### src/rtl/aes_pkg.sv
// Shared types and constants for the AES-128 round sequencing slice.
// Imported by the controller and its phase timer.
package aes_pkg;

  localparam int ROUND_W = 4;
  localparam logic [ROUND_W-1:0] FIRST_ROUND = 4'd1;
  localparam logic [ROUND_W-1:0] NUM_ROUNDS = 4'd11;

  typedef logic [127:0] block_t;

  typedef enum logic [1:0] {
    IDLE,
    KEY,
    DATA,
    DONE
  } ctrl_state_t;

endpackage

### src/rtl/aes_phase_timer.sv
// Phase counter: counts 0..SUB_LAT while enabled, wraps on expire.
// expire marks the cycle a shared unit's registered output is valid.
module aes_phase_timer #(
  parameter int unsigned SUB_LAT = 1
) (
  input  logic clk,
  input  logic reset_n,
  input  logic clear,
  input  logic en,
  output logic expire
);

  localparam int CW = $clog2(SUB_LAT + 1);

  logic [CW-1:0] cnt;

  assign expire = (cnt == CW'(SUB_LAT));

  always_ff @(posedge clk or negedge reset_n) begin
    if (!reset_n) begin
      cnt <= '0;
    end else if (clear) begin
      cnt <= '0;
    end else if (en) begin
      cnt <= expire ? '0 : cnt + CW'(1);
    end
  end

endmodule

### src/rtl/aes_round_controller.sv
// Sequences one AES-128 block through shared key-expansion and round units.
// Holds round index, previous round key and running state between phases.
module aes_round_controller
  import aes_pkg::*;
#(
  parameter int unsigned SUB_LAT = 1,
  parameter logic [ROUND_W-1:0] NUM_ROUNDS = aes_pkg::NUM_ROUNDS
) (
  input  logic         clk,
  input  logic         reset_n,
  input  logic         load,
  input  logic [127:0] key,
  input  logic [127:0] plaintext,
  output logic         ready,
  output logic         done,
  output logic [127:0] cyphertext,
  output logic [3:0]   ke_round,
  output logic [127:0] ke_key,
  output logic [127:0] ke_prev_key,
  input  logic [127:0] ke_round_key,
  output logic [127:0] rd_state,
  output logic [127:0] rd_round_key,
  output logic         rd_first,
  output logic         rd_last,
  input  logic [127:0] rd_result
);

  ctrl_state_t state_q;
  ctrl_state_t state_d;

  logic [ROUND_W-1:0] round_q;
  block_t key_q;
  block_t prev_key_q;
  block_t rk_q;
  block_t data_q;

  logic expire;
  logic busy;
  logic accept;
  logic key_cap;
  logic data_cap;
  logic last;

  assign busy     = (state_q == KEY) || (state_q == DATA);
  assign ready    = (state_q == IDLE) || (state_q == DONE);
  assign accept   = load && ready;
  assign key_cap  = (state_q == KEY) && expire;
  assign data_cap = (state_q == DATA) && expire;
  assign last     = (round_q == NUM_ROUNDS);

  aes_phase_timer #(
    .SUB_LAT(SUB_LAT)
  ) u_timer (
    .clk    (clk),
    .reset_n(reset_n),
    .clear  (accept),
    .en     (busy),
    .expire (expire)
  );

  always_comb begin
    state_d = state_q;
    unique case (state_q)
      IDLE, DONE: if (accept) state_d = KEY;
      KEY:        if (expire) state_d = DATA;
      DATA:       if (expire) state_d = last ? DONE : KEY;
      default:    state_d = IDLE;
    endcase
  end

  always_ff @(posedge clk or negedge reset_n) begin
    if (!reset_n) begin
      state_q    <= IDLE;
      round_q    <= FIRST_ROUND;
      key_q      <= '0;
      prev_key_q <= '0;
      rk_q       <= '0;
      data_q     <= '0;
    end else begin
      state_q <= state_d;
      unique case (1'b1)
        accept: begin
          key_q      <= key;
          prev_key_q <= key;
          data_q     <= plaintext;
          round_q    <= FIRST_ROUND;
        end
        key_cap: begin
          rk_q       <= ke_round_key;
          prev_key_q <= ke_round_key;
        end
        data_cap: begin
          data_q <= rd_result;
          // Saturate at the final round so the index never wraps.
          if (!last) round_q <= round_q + ROUND_W'(1);
        end
        default: ;
      endcase
    end
  end

  assign done         = (state_q == DONE);
  assign cyphertext   = done ? data_q : '0;
  assign ke_round     = round_q;
  assign ke_key       = key_q;
  assign ke_prev_key  = prev_key_q;
  assign rd_state     = data_q;
  assign rd_round_key = rk_q;
  assign rd_first     = (round_q == FIRST_ROUND);
  assign rd_last      = last;

endmodule

### config.mk
export PLATFORM = sky130hd
export DESIGN_NAME = aes_round_controller
export DESIGN_NICKNAME = d
export VERILOG_FILES = /design/src/rtl/aes_pkg.sv /design/src/rtl/aes_phase_timer.sv /design/src/rtl/aes_round_controller.sv
export SDC_FILE = /design/constraint.sdc
export NUM_CORES = 1
export LEC_CHECK = 0
export ABC_AREA = 1
export CAP_MARGIN = 30
export CORE_AREA = 2 2 447 449
export DETAILED_ROUTE_END_ITERATION = 7
export DIE_AREA = 0 0 449 451
export PLACE_DENSITY = 0.44
export SYNTH_ARGS = -nofsm -noshare
export SYNTH_HDL_FRONTEND = slang
export SYNTH_SLANG_ARGS = --single-unit
### constraint.sdc
create_clock -name clk -period 1.6 [get_ports clk]
set_input_delay 0.16 -clock clk [delete_from_list [all_inputs] [get_ports clk]]
set_output_delay 0.16 -clock clk [all_outputs]
set_load 0.01 [all_outputs]
---- Word level (Yosys, flattened, before mapping) ----
Index checks and enable logic that the tools add are counted.
word-level totals
  bits in writable memories ............... 0
  output and inout port bits .............. 648
  memories ................................ 0
  word-level logic and storage cells ...... 43
  bits of input ports ..................... 515
  latch bits .............................. 0
  bits in read-only memories .............. 0
  bits in registers ....................... 519
operators by class
  add/sub/neg operators ................... 2
  multiplexer cells ....................... 13
  div/mod/pow operators ................... 0
  multipliers ............................. 0
  bitwise operators ....................... 0
  reductions and logical operators ........ 12
  shifts and indexed selects .............. 0
  equal/unequal tests ..................... 9
  $lt $le $gt $ge ......................... 0
operator list
  kind                 count
  $pmux 128 s2         2
  $mux 128             1
  $mux 2               4
  $pmux 4 s2           1
  $pmux 2 s3           1
  $reduce_bool 2->1    3
  $add 4x1->4 const B  1
  $eq 2x2->1 const B   2
  $eq 4x1->1 const B   1
  $eq 4x4->1 const B   1
  $mux 4               1
  $ne 2x1->1 const B   2
  $ne 2x2->1 const B   2
  $logic_and 1x1->1    3
  $mux 1               3
  $reduce_and 3->1     1
  $eq 2x1->1 const B   1
  $logic_not 2->1      1
  $logic_or 1x1->1     2
  $reduce_and 2->1     1
  $reduce_or 2->1      1
  $add 1x1->1 const B  1

---- Logic depth before layout (Yosys ltp) ----
Gate-level depths: netlist of the first run.
  depth after elaboration ................. 5
  depth in mapped cells ................... 10
  depth with buffers taken out ............ 8

---- Cells and area by module ----
Synthesis of the first run repeated with hierarchy kept, for this count alone.
unflattened totals
  cell total of the unflattened synthesis .. 2658
  area total of the unflattened synthesis .. 21790.9 µm²
by module, submodules not included
  module                times used  seq. area each (µm²)  area each (µm²)  cells an instance
  aes_round_controller  1           12963.7               21747.1          2652
  aes_phase_timer       1           25.0                  43.8             6

---- Worst setup path before layout of the first run ----
OpenSTA, ideal clock, no wires.
  path type ............................... register to register
  from .................................... reg state_q[0]
  to ...................................... reg data_q[100], in the netlist rd_state[100]
  data required time ...................... 1.476 ns
  data arrival time ....................... 1.501 ns
  cell stages (with the launch flop) ...... 11
  setup time .............................. 0.124 ns
  period minus slack after synthesis ...... 1.625 ns
  slack ................................... -0.025 ns
  buffers on the path ..................... 2
  cells stage by stage .................... dfrtp_1 > inv_1 > ha_1 > nand2_2 > inv_2 > nand2_2 > inv_2 > buf_4 > buf_4 > nand2_1 > nand3_1
on the way
  word-level cells in the longest chain between the ends .. 4
  elaborated cells between the ends (all ways) .. 8
  those cells by class .................... eq/ne (2); mux (1); reduce/logical (5)
ends and longest elaborated chain
  item                                                      RTL line                    source
  start: declaration                                        aes_round_controller.sv:28  ctrl_state_t state_q;
  start signal: assignment                                  aes_round_controller.sv:80  state_q <= state_d;
  $eq 2x2->1 / $logic_not 2->1 (equally long branches)      aes_round_controller.sv:45  assign ready = (state_q == IDLE) || (state_q == DONE);
  $logic_or 1x1->1 (*)                                      aes_round_controller.sv:45
  net ready                                                 aes_round_controller.sv:14  output logic ready,
  $logic_and 1x1->1 (*)                                     aes_round_controller.sv:46  assign accept = load && ready;
  $pmux 128 s2 / $reduce_bool 2->1 (equally long branches)  --
  end signal: assignment                                    aes_round_controller.sv:85  data_q <= plaintext;
  end signal: assignment                                    aes_round_controller.sv:93  data_q <= rd_result;
  end: declaration                                          aes_round_controller.sv:35  block_t data_q;
The timed path passes the listed nets; every way through them passes the cells marked *.
A chain may end at the register's enable or synchronous reset.

---- Worst setup path after layout of the first run ----
  from .................................... reg state_q[0]
  to ...................................... out cyphertext[2]
on the way
  word-level cells in the longest chain between the ends .. 2
ends and longest elaborated chain
  item              RTL line                     source
  $eq 2x2->1        aes_round_controller.sv:102  assign done = (state_q == DONE);
  $mux 128          aes_round_controller.sv:103  assign cyphertext = done ? data_q : '0;
  end: declaration  aes_round_controller.sv:16   output logic [127:0] cyphertext,
Every way passes these cells.

==> impl_metrics.tcl, run 1 <==
set metrics [dict create \
    run_status "finished, violations left" \
    failed_checks "negative setup slack" \
    timing.clock.skew_ns 0.02834 \
    groute.usage.overall_pct 14.64 \
    regToRegSetupSlack_ns -0.51 \
    setup_total_negative_slack_ns -306.58 \
    design.die.area_um2 202500 \
    hold_path_depth 3 \
    global_route.overflow_total 0 \
    worst_setup_path_end_kind "output pin" \
    synth_xor_xnor_area_share_pct 0 \
    clock-root-buffer "sky130_fd_sc_hd__clkbuf_16" \
    nNetsFinal 4810 \
    synthesis.area_um2 21770 \
    critical_path_arrival_ns 2.17 \
    clock-sinks 519 \
    timing.max_cap.violations 0 \
    detail_route.wl_per_cell_um 22.61 \
    hp-class "primary input to flip-flop" \
    leakagePower_nw 23.00 \
    layout-area-overhead-vs-synth_pct 117.4 \
    synth.yosys.warnings 0 \
    yosysUniqueCellTypes 17 \
    syn_nets 3182 \
    placement_rows 164 \
    muxShareOfSynthArea_pct 0 \
    grt_setup_unrepaired "true" \
    hold_end "rd_round_key[57]$_DFFE_PN0P_" \
    yosysSeqAreaShare_pct 59.66 \
    drt_pass1_iterations 6 \
    grt_start_max_net_pins 82 \
    drive_gt1_share_pct 30.15 \
    drt_drc_violations_left 0 \
    core_area_um2 198200 \
    antenna_found_initial 13 \
    die_width_um 449 \
    cts_buffers 70 \
    crit_path_frequent_cell "sky130_fd_sc_hd__buf_12" \
    routed_wl_um 158500 \
    post-place-ws_ns -0.3787 \
    layout.cells.most_common "sky130_fd_sc_hd__nand2_1" \
    commonest_cells_after_routing_fill_and_taps_aside "sky130_fd_sc_hd__nand2_1, sky130_fd_sc_hd__clkdlybuf4s50_1, sky130_fd_sc_hd__dfrtp_1" \
    ios 1163 \
    placement.io_buffers 1162 \
    route.antenna.remaining_nets 0 \
    max_clock_freq_mhz 428.3 \
    min-delay-start "ke_round_key[57]" \
    slew_of_the_pin_with_the_lowest_slew_margin_ns 0.8665 \
    initial_core_util_pct 10.98 \
    setup-violations-final 905 \
    ctsHtreeMaxLevel 3 \
    startpoint_of_the_worst_register_to_register_path "state_q[0]$_DFFE_PN0P_" \
    synthSimpleGateAreaFrac_pct 33.96 \
    via_count_of_the_first_global_routing_pass 25860 \
    detailroute.via_count 25280 \
    cts.path.max_buffers 3 \
    cpMaxStageDelayCell "sky130_fd_sc_hd__dfrtp_1" \
    vertical_die_dimension_um 451 \
    rr_worst_depth 13 \
    detailed_place_hpwl_um 115800 \
    grt_pass1_wl_um 209800 \
    final-max-slew-violation-count 0 \
    placed_cells 6516 \
    cpPeakStageDelay_ns 0.41 \
    required_ns 1.44 \
    postSynthAreaPerCell_um2 8.179 \
    vdd.ir_drop.worst_mv 0.8243 \
    main_combinational_cell_family_by_area_after_synthesis "simple AND/OR/NAND/NOR gates" \
    clkTransAtPathRegs_ns 0.06 \
    post_synth_fa_ha_maj_area_fraction_pct 0.2873 \
    period_needed_ns 2.335 \
    crit_path_cell_trace "ha_4, buf_12, buf_12, buf_12, buf_8, buf_6, nand2_2, inv_2, buf_6" \
    drt_iter0_drc 1640 \
    finalHoldViolations 0 \
    cts_tree "yes" \
    timing.setup.critical_path_class "flip-flop to output pin" \
    post_route_fraction_of_the_period_consumed_by_the_critical_path_pct 145.9 \
    complex_gate_fraction_of_the_synthesized_area_pct 0.04597 \
    synth_cells 2662 \
    gp_congestion 0.9105 \
    clk_latency_ns 0.66 \
    synth_seq_cells 519 \
    hold_slack_ns 0.07170 \
    post-route-worst-setup-slack_ns -0.7348 \
    crit_path_start_kind "flip-flop" \
    timing.rr.end "ke_key[64]$_DFFE_PN0P_" \
    number_of_vias_per_cell_after_detailed_routing 3.607 \
    p_per_area_nw_per_um2 2026 \
    finalNonFillerCells 7009 \
    critical_path_peak_fanout 6 \
    relSlewSlack_pct 42.04 \
]
[stage by stage]
step / power [mW] / cell area [um2] / util, %
floorplan: 38.65 / 21780 / -
detailed placement: 68.32 / 38080 / 19.21
global placement: 68.18 / 38080 / 19.21
CTS: 91.06 / 44210 / 22.30
global route: 101.4 / 47320 / 23.87
finish: 95.86 / 47330 / 23.88
[flip-flops by register name, summed over array words and instances (netlist names)]
register        count
ke_key            128
ke_prev_key       128
rd_round_key      128
rd_state          128
ke_round            4
state_q             2
u_timer.expire      1
[final cells by class]
cell class	instances	area [um2]
flip-flops and latches	519	13050
fillers	21450	150900
multi-input cells	1844	9630
repair inverters	4	106.4
diodes	12	30.03
repair buffers	1706	18200
inverters	145	640.6
clock buffers	105	2106
clock inverters	18	236.5
well taps	2656	3323
[cell families (layout without fill, tap and decap cells)]
logic type / after synthesis / in the layout
buf+inv: 299 / 1978
compound gates: 2 / 2
other cells: 0 / 12
simple gates: 1837 / 1837
flops: 519 / 519
fa+ha+maj: 5 / 5
[power by group]
part,internal [mW],switching (mW),total (mW)
Combinational,25.5,27.8,53.3
Clock,9.74,6.63,16.4
Sequential,19.8,6.38,26.2
[per-layer routing]
| metal | part of all wire [%] | vias to the layer above | global-route usage [%] |
|---|---|---|---|
| li1 | - | 11560 | - |
| met1 | 36 | 12570 | 15.72 |
| met2 | 52 | 966 | 26.40 |
| met3 | 6.4 | 189 | 3.958 |
| met4 | 5.1 | 0 | 7.165 |
| met5 | 0 | - | 0 |
[how the worst max path moves through the flow]
| stage | from | endpoint | slack (ns) | depth (start not counted) |
|---|---|---|---|---|
| floorplan | state_q[0]$_DFFE_PN0P_ | rd_state[100]$_DFFE_PN0P_ | 0.07 | 10 |
| global placement | state_q[1]$_DFFE_PN0P_ | ke_prev_key[83]$_DFFE_PN0P_ | -0.36 | 7 |
| detailed placement | state_q[1]$_DFFE_PN0P_ | cyphertext[34] | -0.38 | 6 |
| CTS | state_q[1]$_DFFE_PN0P_ | cyphertext[120] | -0.95 | 10 |
| global route | state_q[0]$_DFFE_PN0P_ | cyphertext[2] | -0.82 | 9 |
| finish | state_q[0]$_DFFE_PN0P_ | cyphertext[2] | -0.73 | 9 |
[timing repair]
item                                     CTS  global route
hold endpoints to repair                 672             0
pin swaps                                  2            93
hold buffers                             175             0
buffers inserted                         113            47
gates cloned                              26            26
endpoints found under the setup margin  1127           918
gates resized for setup                 1495           765
[synth_stat cells]
cell	n	share of area [%]
sky130_fd_sc_hd__nand3_1	391	9.0
sky130_fd_sc_hd__buf_2	108	2.5
sky130_fd_sc_hd__dfrtp_1	518	60
sky130_fd_sc_hd__nand4_1	1	0.029
sky130_fd_sc_hd__buf_1	3	0.052
sky130_fd_sc_hd__nand2_2	2	0.057
sky130_fd_sc_hd__ha_1	5	0.29
sky130_fd_sc_hd__nand2_1	1438	25
sky130_fd_sc_hd__inv_1	143	2.5
sky130_fd_sc_hd__clkbuf_1	29	0.50
sky130_fd_sc_hd__dfstp_2	1	0.12
sky130_fd_sc_hd__buf_6	2	0.10
sky130_fd_sc_hd__nor2_1	4	0.069
sky130_fd_sc_hd__buf_4	12	0.41
sky130_fd_sc_hd__nor3_1	1	0.023
sky130_fd_sc_hd__o21ai_0	2	0.046
sky130_fd_sc_hd__inv_2	2	0.034
[worst max-delay path, delay by kind of cell (launching register included)]
family                   cells  cell delay (ns)
AND/OR/NAND/NOR              1             0.05
flip-flops                   1             0.41
buffers and inverters        7             0.83
adder cells (fa/ha/maj)      1             0.20
Power figures use the tool's default switching activity.
==> run 2: changes to the inputs <==
--- a/config.mk
+++ b/config.mk
@@ -10,7 +10,6 @@
 export CORE_AREA = 2 2 447 449
 export DETAILED_ROUTE_END_ITERATION = 7
 export DIE_AREA = 0 0 449 451
-export PLACE_DENSITY = 0.44
 export SYNTH_ARGS = -nofsm -noshare
 export SYNTH_HDL_FRONTEND = slang
 export SYNTH_SLANG_ARGS = --single-unit
==> run 2 against run 1 <==
The run still ends with negative setup slack left. Highest routed layer is now met5. Die area unchanged. Total power down 4.4%. Sequential share of layout area up 1.1 points. First-iteration DRC count grew 37%. Wire length is 6.7% higher. Clock-buffer cell count fell by 15. Register-to-register slack is essentially flat. Cell count decreased by 0.33%. Clock power decreased by 3%. Critical path type unchanged. Sequential power decreased by 4%. Core utilization is 0.93 points lower.
==> impl_metrics.tcl, run 2 (synthesized netlist as in run 1, its figures left out) <==
set metrics [dict create \
    cts_buffers 69 \
    nNetsFinal 4799 \
    ctsHtreeMaxLevel 3 \
    initial_core_util_pct 10.98 \
    core_area_um2 198200 \
    timing.rr.end "rd_state[21]$_DFFE_PN0P_" \
    groute.usage.overall_pct 15.69 \
    relSlewSlack_pct 58.79 \
    drt_pass1_iterations 6 \
    detailed_place_hpwl_um 129500 \
    cpPeakStageDelay_ns 0.42 \
    regToRegSetupSlack_ns -0.52 \
    crit_path_cell_trace "ha_4, buf_12, buf_8, buf_12, nand2_1, inv_2, buf_6" \
    timing.max_cap.violations 0 \
    commonest_cells_after_routing_fill_and_taps_aside "sky130_fd_sc_hd__nand2_1, sky130_fd_sc_hd__clkdlybuf4s50_1, sky130_fd_sc_hd__dfrtp_1" \
    min-delay-start "ke_round_key[63]" \
    global_route.overflow_total 0 \
    clock-sinks 519 \
    final-max-slew-violation-count 0 \
    rr_worst_depth 13 \
    timing.critical_path.max_delay_family "buffers and inverters" \
    critical_path.n_buffers_inverters 5 \
    hold_end "rd_round_key[63]$_DFFE_PN0P_" \
    routed_wl_um 169100 \
    critical_path_peak_fanout 8 \
    required_ns 1.44 \
    drt_iter0_drc 2248 \
    max_clock_freq_mhz 464.3 \
    timing.setup.critical_path_class "flip-flop to output pin" \
    clk_latency_ns 0.68 \
    via_count_of_the_first_global_routing_pass 25790 \
    route.antenna.remaining_nets 0 \
    gp_congestion 0.9943 \
    cpMaxStageDelayCell "sky130_fd_sc_hd__dfrtp_2" \
    die_width_um 449 \
    p_per_area_nw_per_um2 2015 \
    hold_slack_ns 0.08113 \
    timing.clock.skew_ns 0.03892 \
    detail_route.wl_per_cell_um 24.21 \
    vdd.ir_drop.worst_mv 1.066 \
    run_status "finished, violations left" \
    worst_setup_path_end_kind "output pin" \
    crit_path_start_kind "flip-flop" \
    clkTransAtPathRegs_ns 0.06 \
    n_fill_cell 21550 \
    number_of_vias_per_cell_after_detailed_routing 3.669 \
    leakagePower_nw 22.05 \
    design.die.area_um2 202500 \
    hp-class "primary input to flip-flop" \
    power.total_mw 91.67 \
    startpoint_of_the_worst_register_to_register_path "state_q[0]$_DFFE_PN0P_" \
    hold_path_depth 3 \
    crit_path_frequent_cell "sky130_fd_sc_hd__buf_12" \
    clock-root-buffer "sky130_fd_sc_hd__clkbuf_16" \
    placement.io_buffers 1162 \
    cts_tree "yes" \
    grt_pass1_wl_um 220000 \
    detailroute.via_count 25630 \
    placement_rows 164 \
    post-route-worst-setup-slack_ns -0.5537 \
    critical_path_arrival_ns 1.99 \
    vertical_die_dimension_um 451 \
    antenna_found_initial 27 \
    grt_setup_unrepaired "true" \
    ios 1163 \
    cts.path.max_buffers 3 \
    layout-area-overhead-vs-synth_pct 108.9 \
    setup-violations-final 976 \
    period_needed_ns 2.154 \
    drt_drc_violations_left 0 \
    layout.cells.most_common "sky130_fd_sc_hd__nand2_1" \
    finish.utilization_pct 22.94 \
    grt_start_max_net_pins 59 \
    finalHoldViolations 0 \
    drive_gt1_share_pct 23.64 \
    failed_checks "negative setup slack" \
    slew_of_the_pin_with_the_lowest_slew_margin_ns 0.6182 \
    post_route_fraction_of_the_period_consumed_by_the_critical_path_pct 134.6 \
]
## run 2: report_power, final
group | internal, mW | switching, mW | total, mW
clock network | 9.26 | 6.67 | 15.9
registers | 19.8 | 5.46 | 25.2
logic | 23.2 | 27.3 | 50.5
## run 2: timing repair
action                     4_1_cts  5_1_grt
hold buffers                   228        0
gates cloned                    22       23
resized for setup             1308      271
hold endpoints to repair       642        0
pin swaps                        3        8
setup endpoints to repair     1102      994
buffers inserted                60       26
## run 2: stage by stage
step,worst slack (ns),cell area (um2),TNS [ns],std cells
global placement,-0.3507,38140,-95.45,6513
finish,-0.5537,45480,-283.77,6986
CTS,-0.6661,43900,-287.96,6938
floorplan,0.07122,21780,0,2662
detailed placement,-0.3779,38140,-125.66,6513
global route,-0.6662,45480,-383.27,6984
## run 2: worst min-delay path, stage by stage
cell	delay, ns
sky130_fd_sc_hd__clkdlybuf4s50_1	0.40
sky130_fd_sc_hd__nand2_1	0.09
sky130_fd_sc_hd__nand2_1	0.06
## run 2: final cells by class
class	count	area [um2]	area share, %
multi-input combinational	1844	8402	18.47
tap	2656	3323	7.307
sequential	519	13040	28.66
timing repair inverter	1	16.27	0.03576
inverter	145	659.4	1.450
timing repair buffer	1699	17770	39.07
clock inverter	26	352.8	0.7758
antenna	6	15.01	0.03301
clock buffer	90	1906	4.190
## run 2: layer usage
| metal | vias up | GRT usage (%) | wire (um) |
|---|---|---|---|
| li1 | 11510 | - | - |
| met1 | 12560 | 16.64 | 59320 |
| met2 | 1302 | 27.63 | 85450 |
| met3 | 263 | 5.420 | 14850 |
| met4 | 2 | 7.707 | 9477 |
| met5 | - | 0 | 13 |
## run 2: worst max-delay path by stage
| stage | startpoint | to | cells after the start |
|---|---|---|---|
| 4_1_cts | state_q[1]$_DFFE_PN0P_ | cyphertext[118] | 8 |
| 3_3_place_gp | state_q[1]$_DFFE_PN0P_ | cyphertext[85] | 5 |
| 3_5_place_dp | state_q[1]$_DFFE_PN0P_ | cyphertext[85] | 5 |
| 6_report | state_q[1]$_DFFE_PN0P_ | cyphertext[72] | 7 |
| 2_1_floorplan | state_q[0]$_DFFE_PN0P_ | rd_state[100]$_DFFE_PN0P_ | 10 |
| 5_1_grt | state_q[0]$_DFFE_PN0P_ | cyphertext[72] | 7 |
